[src/rtl/eth_game_pkg.sv]
// Shared definitions for game-message frames on the RMII link:
// ethertype, byte offsets, field widths and the receive FSM states.
package eth_game_pkg;

   localparam logic [15:0] ETHERTYPE_DEF = 16'h88B5;

   localparam int CNT_W = 5;

   localparam logic [CNT_W-1:0] OFF_TYPE_HI = 5'd12;
   localparam logic [CNT_W-1:0] OFF_TYPE_LO = 5'd13;
   localparam logic [CNT_W-1:0] OFF_X_HI    = 5'd14;
   localparam logic [CNT_W-1:0] OFF_X_LO    = 5'd15;
   localparam logic [CNT_W-1:0] OFF_Y_HI    = 5'd16;
   localparam logic [CNT_W-1:0] OFF_Y_LO    = 5'd17;
   localparam logic [CNT_W-1:0] OFF_DIR_HI  = 5'd18;
   localparam logic [CNT_W-1:0] OFF_DIR_LO  = 5'd19;
   localparam logic [CNT_W-1:0] OFF_STAT    = 5'd20;
   localparam logic [CNT_W-1:0] OFF_CSUM    = 5'd21;

   localparam int PAYLOAD_LEN = 8;

   localparam int X_W    = 11;
   localparam int Y_W    = 11;
   localparam int DIR_W  = 9;
   localparam int STAT_W = 2;

   localparam logic [15:0] DIR_LIMIT = 16'd360;

   typedef enum logic [2:0] {
      IDLE,
      HEADER,
      PAYLOAD,
      DRAIN,
      DISCARD
   } rx_state_t;

   function automatic logic [7:0] sat_inc8(input logic [7:0] v);
      return (v == 8'hFF) ? v : v + 8'd1;
   endfunction

endpackage

[src/rtl/dibit_to_byte.sv]
// Packs RMII dibits (LSB dibit first) into bytes.
// Ports: eth_clk, eth_rst, axiov, axiod in; rx_byte[7:0], byte_valid out.
module dibit_to_byte (
   input  logic       eth_clk,
   input  logic       eth_rst,
   input  logic       axiov,
   input  logic [1:0] axiod,
   output logic [7:0] rx_byte,
   output logic       byte_valid
);

   logic [1:0] phase;
   logic [5:0] acc;

   always_ff @(posedge eth_clk or posedge eth_rst) begin
      if (eth_rst) begin
         phase <= 2'd0;
         acc   <= 6'd0;
      end else if (!axiov) begin
         phase <= 2'd0;
      end else begin
         phase <= phase + 2'd1;
         acc   <= {axiod, acc[5:2]};
      end
   end

   // Fourth dibit completes the byte in the same cycle it arrives.
   assign byte_valid = axiov && (phase == 2'd3);
   assign rx_byte    = {axiod, acc};

endmodule

[src/rtl/opponent_decode.sv]
// Decodes opponent position/heading/status game frames from RMII.
// Ports: eth_clk, eth_rst, axiov, axiod in; opponent_* fields,
// msg_valid pulse, stale flag and drop_count out.
module opponent_decode
   import eth_game_pkg::*;
#(
   parameter logic [15:0] ETHERTYPE      = ETHERTYPE_DEF,
   parameter int unsigned TIMEOUT_CYCLES = 25_000_000
) (
   input  logic              eth_clk,
   input  logic              eth_rst,
   input  logic              axiov,
   input  logic [1:0]        axiod,
   output logic [X_W-1:0]    opponent_x,
   output logic [Y_W-1:0]    opponent_y,
   output logic [DIR_W-1:0]  opponent_dir,
   output logic [STAT_W-1:0] opponent_stat,
   output logic              msg_valid,
   output logic              stale,
   output logic [7:0]        drop_count
);

   localparam int TW = (TIMEOUT_CYCLES < 1) ? 1
                     : $clog2(TIMEOUT_CYCLES + 1);
   localparam logic [TW-1:0] T_MAX = TW'(TIMEOUT_CYCLES);

   logic [7:0]       rx_byte;
   logic             rx_valid;
   rx_state_t        state;
   logic [CNT_W-1:0] byte_cnt;
   logic [7:0]       type_hi;
   logic [7:0]       csum;
   logic [15:0]      x_r;
   logic [15:0]      y_r;
   logic [15:0]      dir_r;
   logic [7:0]       stat_r;
   logic             frame_ok;
   logic             chk_ok;
   logic             accept;
   logic [TW-1:0]    timer;

   dibit_to_byte u_d2b (
      .eth_clk    (eth_clk),
      .eth_rst    (eth_rst),
      .axiov      (axiov),
      .axiod      (axiod),
      .rx_byte    (rx_byte),
      .byte_valid (rx_valid)
   );

   // Evaluated while the checksum byte is on rx_byte.
   always_comb begin
      chk_ok = (csum == rx_byte)
            && (x_r[15:11] == 5'd0)
            && (y_r[15:11] == 5'd0)
            && (dir_r < DIR_LIMIT)
            && (stat_r[7:2] == 6'd0);
   end

   assign accept = (state == DRAIN) && !axiov && frame_ok;
   assign stale  = (timer == T_MAX);

   always_ff @(posedge eth_clk or posedge eth_rst) begin
      if (eth_rst) begin
         state         <= DISCARD;
         byte_cnt      <= '0;
         type_hi       <= 8'd0;
         csum          <= 8'd0;
         x_r           <= 16'd0;
         y_r           <= 16'd0;
         dir_r         <= 16'd0;
         stat_r        <= 8'd0;
         frame_ok      <= 1'b0;
         opponent_x    <= '0;
         opponent_y    <= '0;
         opponent_dir  <= '0;
         opponent_stat <= '0;
         msg_valid     <= 1'b0;
         drop_count    <= 8'd0;
      end else begin
         msg_valid <= 1'b0;
         unique case (state)
            IDLE: begin
               if (axiov) begin
                  state    <= HEADER;
                  byte_cnt <= '0;
                  csum     <= 8'd0;
               end
            end
            HEADER: begin
               if (!axiov) begin
                  state      <= IDLE;
                  drop_count <= sat_inc8(drop_count);
               end else if (rx_valid) begin
                  byte_cnt <= byte_cnt + 5'd1;
                  if (byte_cnt == OFF_TYPE_HI)
                     type_hi <= rx_byte;
                  if (byte_cnt == OFF_TYPE_LO) begin
                     if ({type_hi, rx_byte} == ETHERTYPE) begin
                        state <= PAYLOAD;
                     end else begin
                        state      <= DISCARD;
                        drop_count <= sat_inc8(drop_count);
                     end
                  end
               end
            end
            PAYLOAD: begin
               if (!axiov) begin
                  state      <= IDLE;
                  drop_count <= sat_inc8(drop_count);
               end else if (rx_valid) begin
                  byte_cnt <= byte_cnt + 5'd1;
                  if (byte_cnt != OFF_CSUM)
                     csum <= csum ^ rx_byte;
                  unique case (byte_cnt)
                     OFF_X_HI:   x_r[15:8]   <= rx_byte;
                     OFF_X_LO:   x_r[7:0]    <= rx_byte;
                     OFF_Y_HI:   y_r[15:8]   <= rx_byte;
                     OFF_Y_LO:   y_r[7:0]    <= rx_byte;
                     OFF_DIR_HI: dir_r[15:8] <= rx_byte;
                     OFF_DIR_LO: dir_r[7:0]  <= rx_byte;
                     OFF_STAT:   stat_r      <= rx_byte;
                     OFF_CSUM: begin
                        frame_ok <= chk_ok;
                        state    <= DRAIN;
                     end
                     default: ;
                  endcase
               end
            end
            DRAIN: begin
               if (!axiov) begin
                  state <= IDLE;
                  if (frame_ok) begin
                     opponent_x    <= x_r[X_W-1:0];
                     opponent_y    <= y_r[Y_W-1:0];
                     opponent_dir  <= dir_r[DIR_W-1:0];
                     opponent_stat <= stat_r[STAT_W-1:0];
                     msg_valid     <= 1'b1;
                  end else begin
                     drop_count <= sat_inc8(drop_count);
                  end
               end
            end
            DISCARD: begin
               if (!axiov)
                  state <= IDLE;
            end
            default: state <= DISCARD;
         endcase
      end
   end

   // Accept wins over saturation so stale drops on the accept edge.
   always_ff @(posedge eth_clk or posedge eth_rst) begin
      if (eth_rst)
         timer <= T_MAX;
      else if (accept)
         timer <= '0;
      else if (timer != T_MAX)
         timer <= timer + TW'(1);
   end

endmodule
[config.mk]
export PLATFORM = sky130hd
export DESIGN_NAME = opponent_decode
export DESIGN_NICKNAME = d
export VERILOG_FILES = /design/src/rtl/eth_game_pkg.sv /design/src/rtl/dibit_to_byte.sv /design/src/rtl/opponent_decode.sv
export SDC_FILE = /design/constraint.sdc
export NUM_CORES = 1
export LEC_CHECK = 0
export ABC_AREA = 1
export BUFFER_PORTS_ARGS = -buffer_cell sky130_fd_sc_hd__buf_2
export CORE_MARGIN = 2
export CORE_UTILIZATION = 40
export DETAILED_ROUTE_END_ITERATION = 8
export PLACE_DENSITY = 0.66
export SETUP_SLACK_MARGIN = 0.5
export SKIP_CTS_REPAIR_TIMING = 1
export SYNTH_ARGS = -nofsm -noshare
export SYNTH_HDL_FRONTEND = slang
export SYNTH_SLANG_ARGS = --single-unit
[constraint.sdc]
create_clock -name eth_clk -period 6.39 [get_ports eth_clk]
set_input_delay 1.278 -clock eth_clk [delete_from_list [all_inputs] [get_ports eth_clk]]
set_output_delay 1.278 -clock eth_clk [all_outputs]
set_load 0.01 [all_outputs]
==> flow_summary.toml <==
[critical_path]
worstPathMaxFanout = 5
setup.worst_path.class = "flip-flop to primary output"
arrival_ps = 1740
critical_path_buf_inv_count = 2
worst_ep_required_time_ps = 5110
worst_path_largest_cell_delay_ps = 570
worstReg2RegEnd = "timer[8]"
reg2reg_setup_slack_ps = 4020
timing.critical_path.cells = "inv_1 > nor4_1 > nand4_1 > nor2_1 > buf_2"
worstSetupStartpointType = "flip-flop"
regToRegStartpoint = "state[2]"
cp_top_family = "flip-flops"
worst_path_max_delay_cell = "dfstp_2"
worst_r2r_path_depth = 7
kind_of_end_point_of_the_critical_path = "primary output"

[drt]
postRouteWirelength_um = 15650
avgViaCountPerCell = 4.898
dr.first_iter.drc_count = 514
num_vias = 5760
number_of_iterations_in_the_first_detailed_routing_pass = 6
drcViolationCount = 0
postRouteAntennaNets = 0
post_drt_wl_per_cell_um = 13.31

[floorplanning]
floorplan.initialDensity_pct = 40.47
fp.dieArea_sq_um = 19140
die_x_um = 138.3
core_area_sq_um = 17840
die_h_um = 138.3
ioPinCount = 48
placementRows = 49

[sta]
hold_viol = 0
timing.setup.tns_ps = 0
post-route-min-period_ps = 3021
rsz0062_at_grt = "false"
final.period_utilization_pct = 47.28
tightest_slew_ps = 941.1
maxClockFrequency_mhz = 331.0
relSlewSlack_pct = 37.26
finalMaxSlewViolations = 0
report.final.setup_viol = 0
fin_worst_skew_ps = 7.317

[synthesis]
number_of_different_library_cells_in_the_post_synthesis_netlist = 31
synth_enable_flop_cells = 0
synth.ff_latch_count = 156
synth_top_cell_area_share_pct = 49.57
syn-cell-area_sq_um = 7219
synth_nets = 904
synth.largest_area_cell = "dfrtp_1"
synth.yosys.seq_area_share_pct = 54.30
syn-instance-count = 890
yosys-top-cells-area = "dfrtp_1, nand2_1, nor2_1"
postSynthAreaPerCell_sq_um = 8.112
yosysMostFrequentCell = "nand2_1"
synth_async_sr_flop_share_pct = 100.0
synth-warning-count = 0
dominantRegCellSynth = "dfrtp_1"
synth_commonest_cells = "nand2_1, dfrtp_1, nor2_1"

[power]
p_comb_share_pct = 9.9
switching_share_pct = 25.76
cellLeakagePower_nw = 4.080
p_switching_mw = 0.6042
p_total_mw = 2.345
p_seq_share_pct = 45.4
power_density_normalized_to_cell_area_nw_per_um2 = 284.2
irDropWorstVdd_uv = 207.5
share_clk_of_total_power_pct = 44.6
power_report.internal_total_mw = 1.741

[clock_network]
cts_htree_levels = 4
cts_tree = "yes"
clock_latency_reported_for_the_late_side_of_the_worst_skew_pair_ps = 420
tritoncts.num_buffers = 17
max-clock-path-buffers = 2
clock-root-buffer = "clkbuf_16"
clkTransAtPathRegs_ps = 60
cts_sinks = 156

[grt]
met2_usage_pct = 26.32
grt_use_total_pct = 17.03
first_pass_grt_wire_length_um = 26830
first_global_vias = 5493
antenna_violations_before_repair = 0
met1_usage_pct = 23.68
pin_count_of_the_biggest_net_entering_global_routing = 95
grt_most_used_layer = "met2"
grtUsageMet3_pct = 3.914
grt_remaining_overflow = 0

[placed_design]
weighted_congestion_reported_at_the_end_of_routability_driven_placement = 0.8745
place.detailed.hpwl_um = 10470
placed_cells = 1144
port_buffers = 47

[finish]
syn2layout_area_growth_pct = 14.32
n_antenna_cell = 0
num-fill-cells = 1758
instances_no_fill = 1176
post_layout_net_count = 948
final_core_util_pct = 46.26
multi_input_area_sq_um = 2895
final_layout_size_suffix_gt1_share_pct = 12.14
layout.area.seq_sq_um = 3920

[run_status]
outcome = "complete, no violations"

[min_path]
hold_path_class = "flip-flop to flip-flop"
hold_path.startpoint = "u_d2b.phase[0]"
worst_hold_path.num_cells = 1
hold-path-endpoint = "u_d2b.phase[0]"

[job]
max_cap_viol_count = 0
[power by group through the flow]
stage                     logic [mW]  registers [mW]  clock network (mW)
after floorplan                0.175            1.08                   0
after global placement         0.231            1.08                   0
after detailed placement       0.236            1.08                   0
after CTS                      0.238            1.07                1.06
after global routing           0.267            1.07                1.11
final                          0.233            1.07                1.05
[state kept, by name (all words and copies together), names as in the netlist, 9 cells and up]
register and cells:
dir_r 16, opponent_dir 9, opponent_x 11, opponent_y 11, timer 25, x_r 16
y_r 16
[cells by family after synthesis]
kind of cell    count (synthesis)  share of synthesized area, %
simple gates                  493                         28.56
flops                         156                         54.30
compound gates                120                         8.406
buf+inv                        99                         5.598
xor+xnor                       13                         1.577
fa+ha+maj                       9                         1.560
[metrics by stage]
step	hold WS [ps]	setup WS (ps)	instance area (sq um)
after global placement	418.2	3257	7640
after detailed placement	446.7	3207	7640
after floorplan	409.9	927.0	7219
final	447.3	3369	8253
after CTS	454.8	3369	8253
after global routing	465.9	3188	8253
[how the worst max path moves through the flow]
stage,cells after the start,start,endpoint,slack (ps)
after floorplan,1,eth_rst,byte_cnt[0],930
after global placement,6,axiov,timer[3],3260
after detailed placement,6,axiov,timer[8],3210
after CTS,7,timer[0],stale,3370
after global routing,5,timer[16],stale,3190
final,5,timer[16],stale,3370
[cell usage in the layout (no fill, tap or decap), drive strengths merged]
master | Yosys | layout
inv | 74 | 75
bufinv | 0 | 3
dfrtp | 143 | 143
nand3b | 3 | 3
nand4 | 16 | 16
buf | 22 | 49
o21ai | 104 | 104
nor3 | 9 | 9
a21oi | 13 | 13
nand2 | 308 | 308
xor2 | 10 | 10
dfstp | 13 | 13
nor2 | 112 | 112
clkbuf | 2 | 22
o22ai | 1 | 1
nor4 | 4 | 4
o21bai | 1 | 1
clkinv | 1 | 6
nand3 | 41 | 41
xnor2 | 3 | 3
o21a | 1 | 1
ha | 9 | 9
clkinvlp | 0 | 1
[layout make-up]
class,count,area share [%]
well taps,229,3.472
multi-input cells,635,35.08
repair buffers,49,3.032
inverters,75,3.487
flip-flops and latches,156,47.50
clock inverters,10,1.683
clock buffers,22,5.746
[worst register-to-register path, delay by kind of cell (launching register included)]
kind,cells,cell delay (ps)
compound gates,2,430
flops,1,600
simple gates,2,200
buf+inv,3,1080
[metal layers]
metal	wire length (um)	vias up	part of all wire (%)
li1	-	2928	-
met1	7690	2721	49
met2	7135	90	46
met3	514	21	3.3
met4	306	0	2.0
met5	0	-	0
Note: power is estimated with default switching activity, not from simulation.
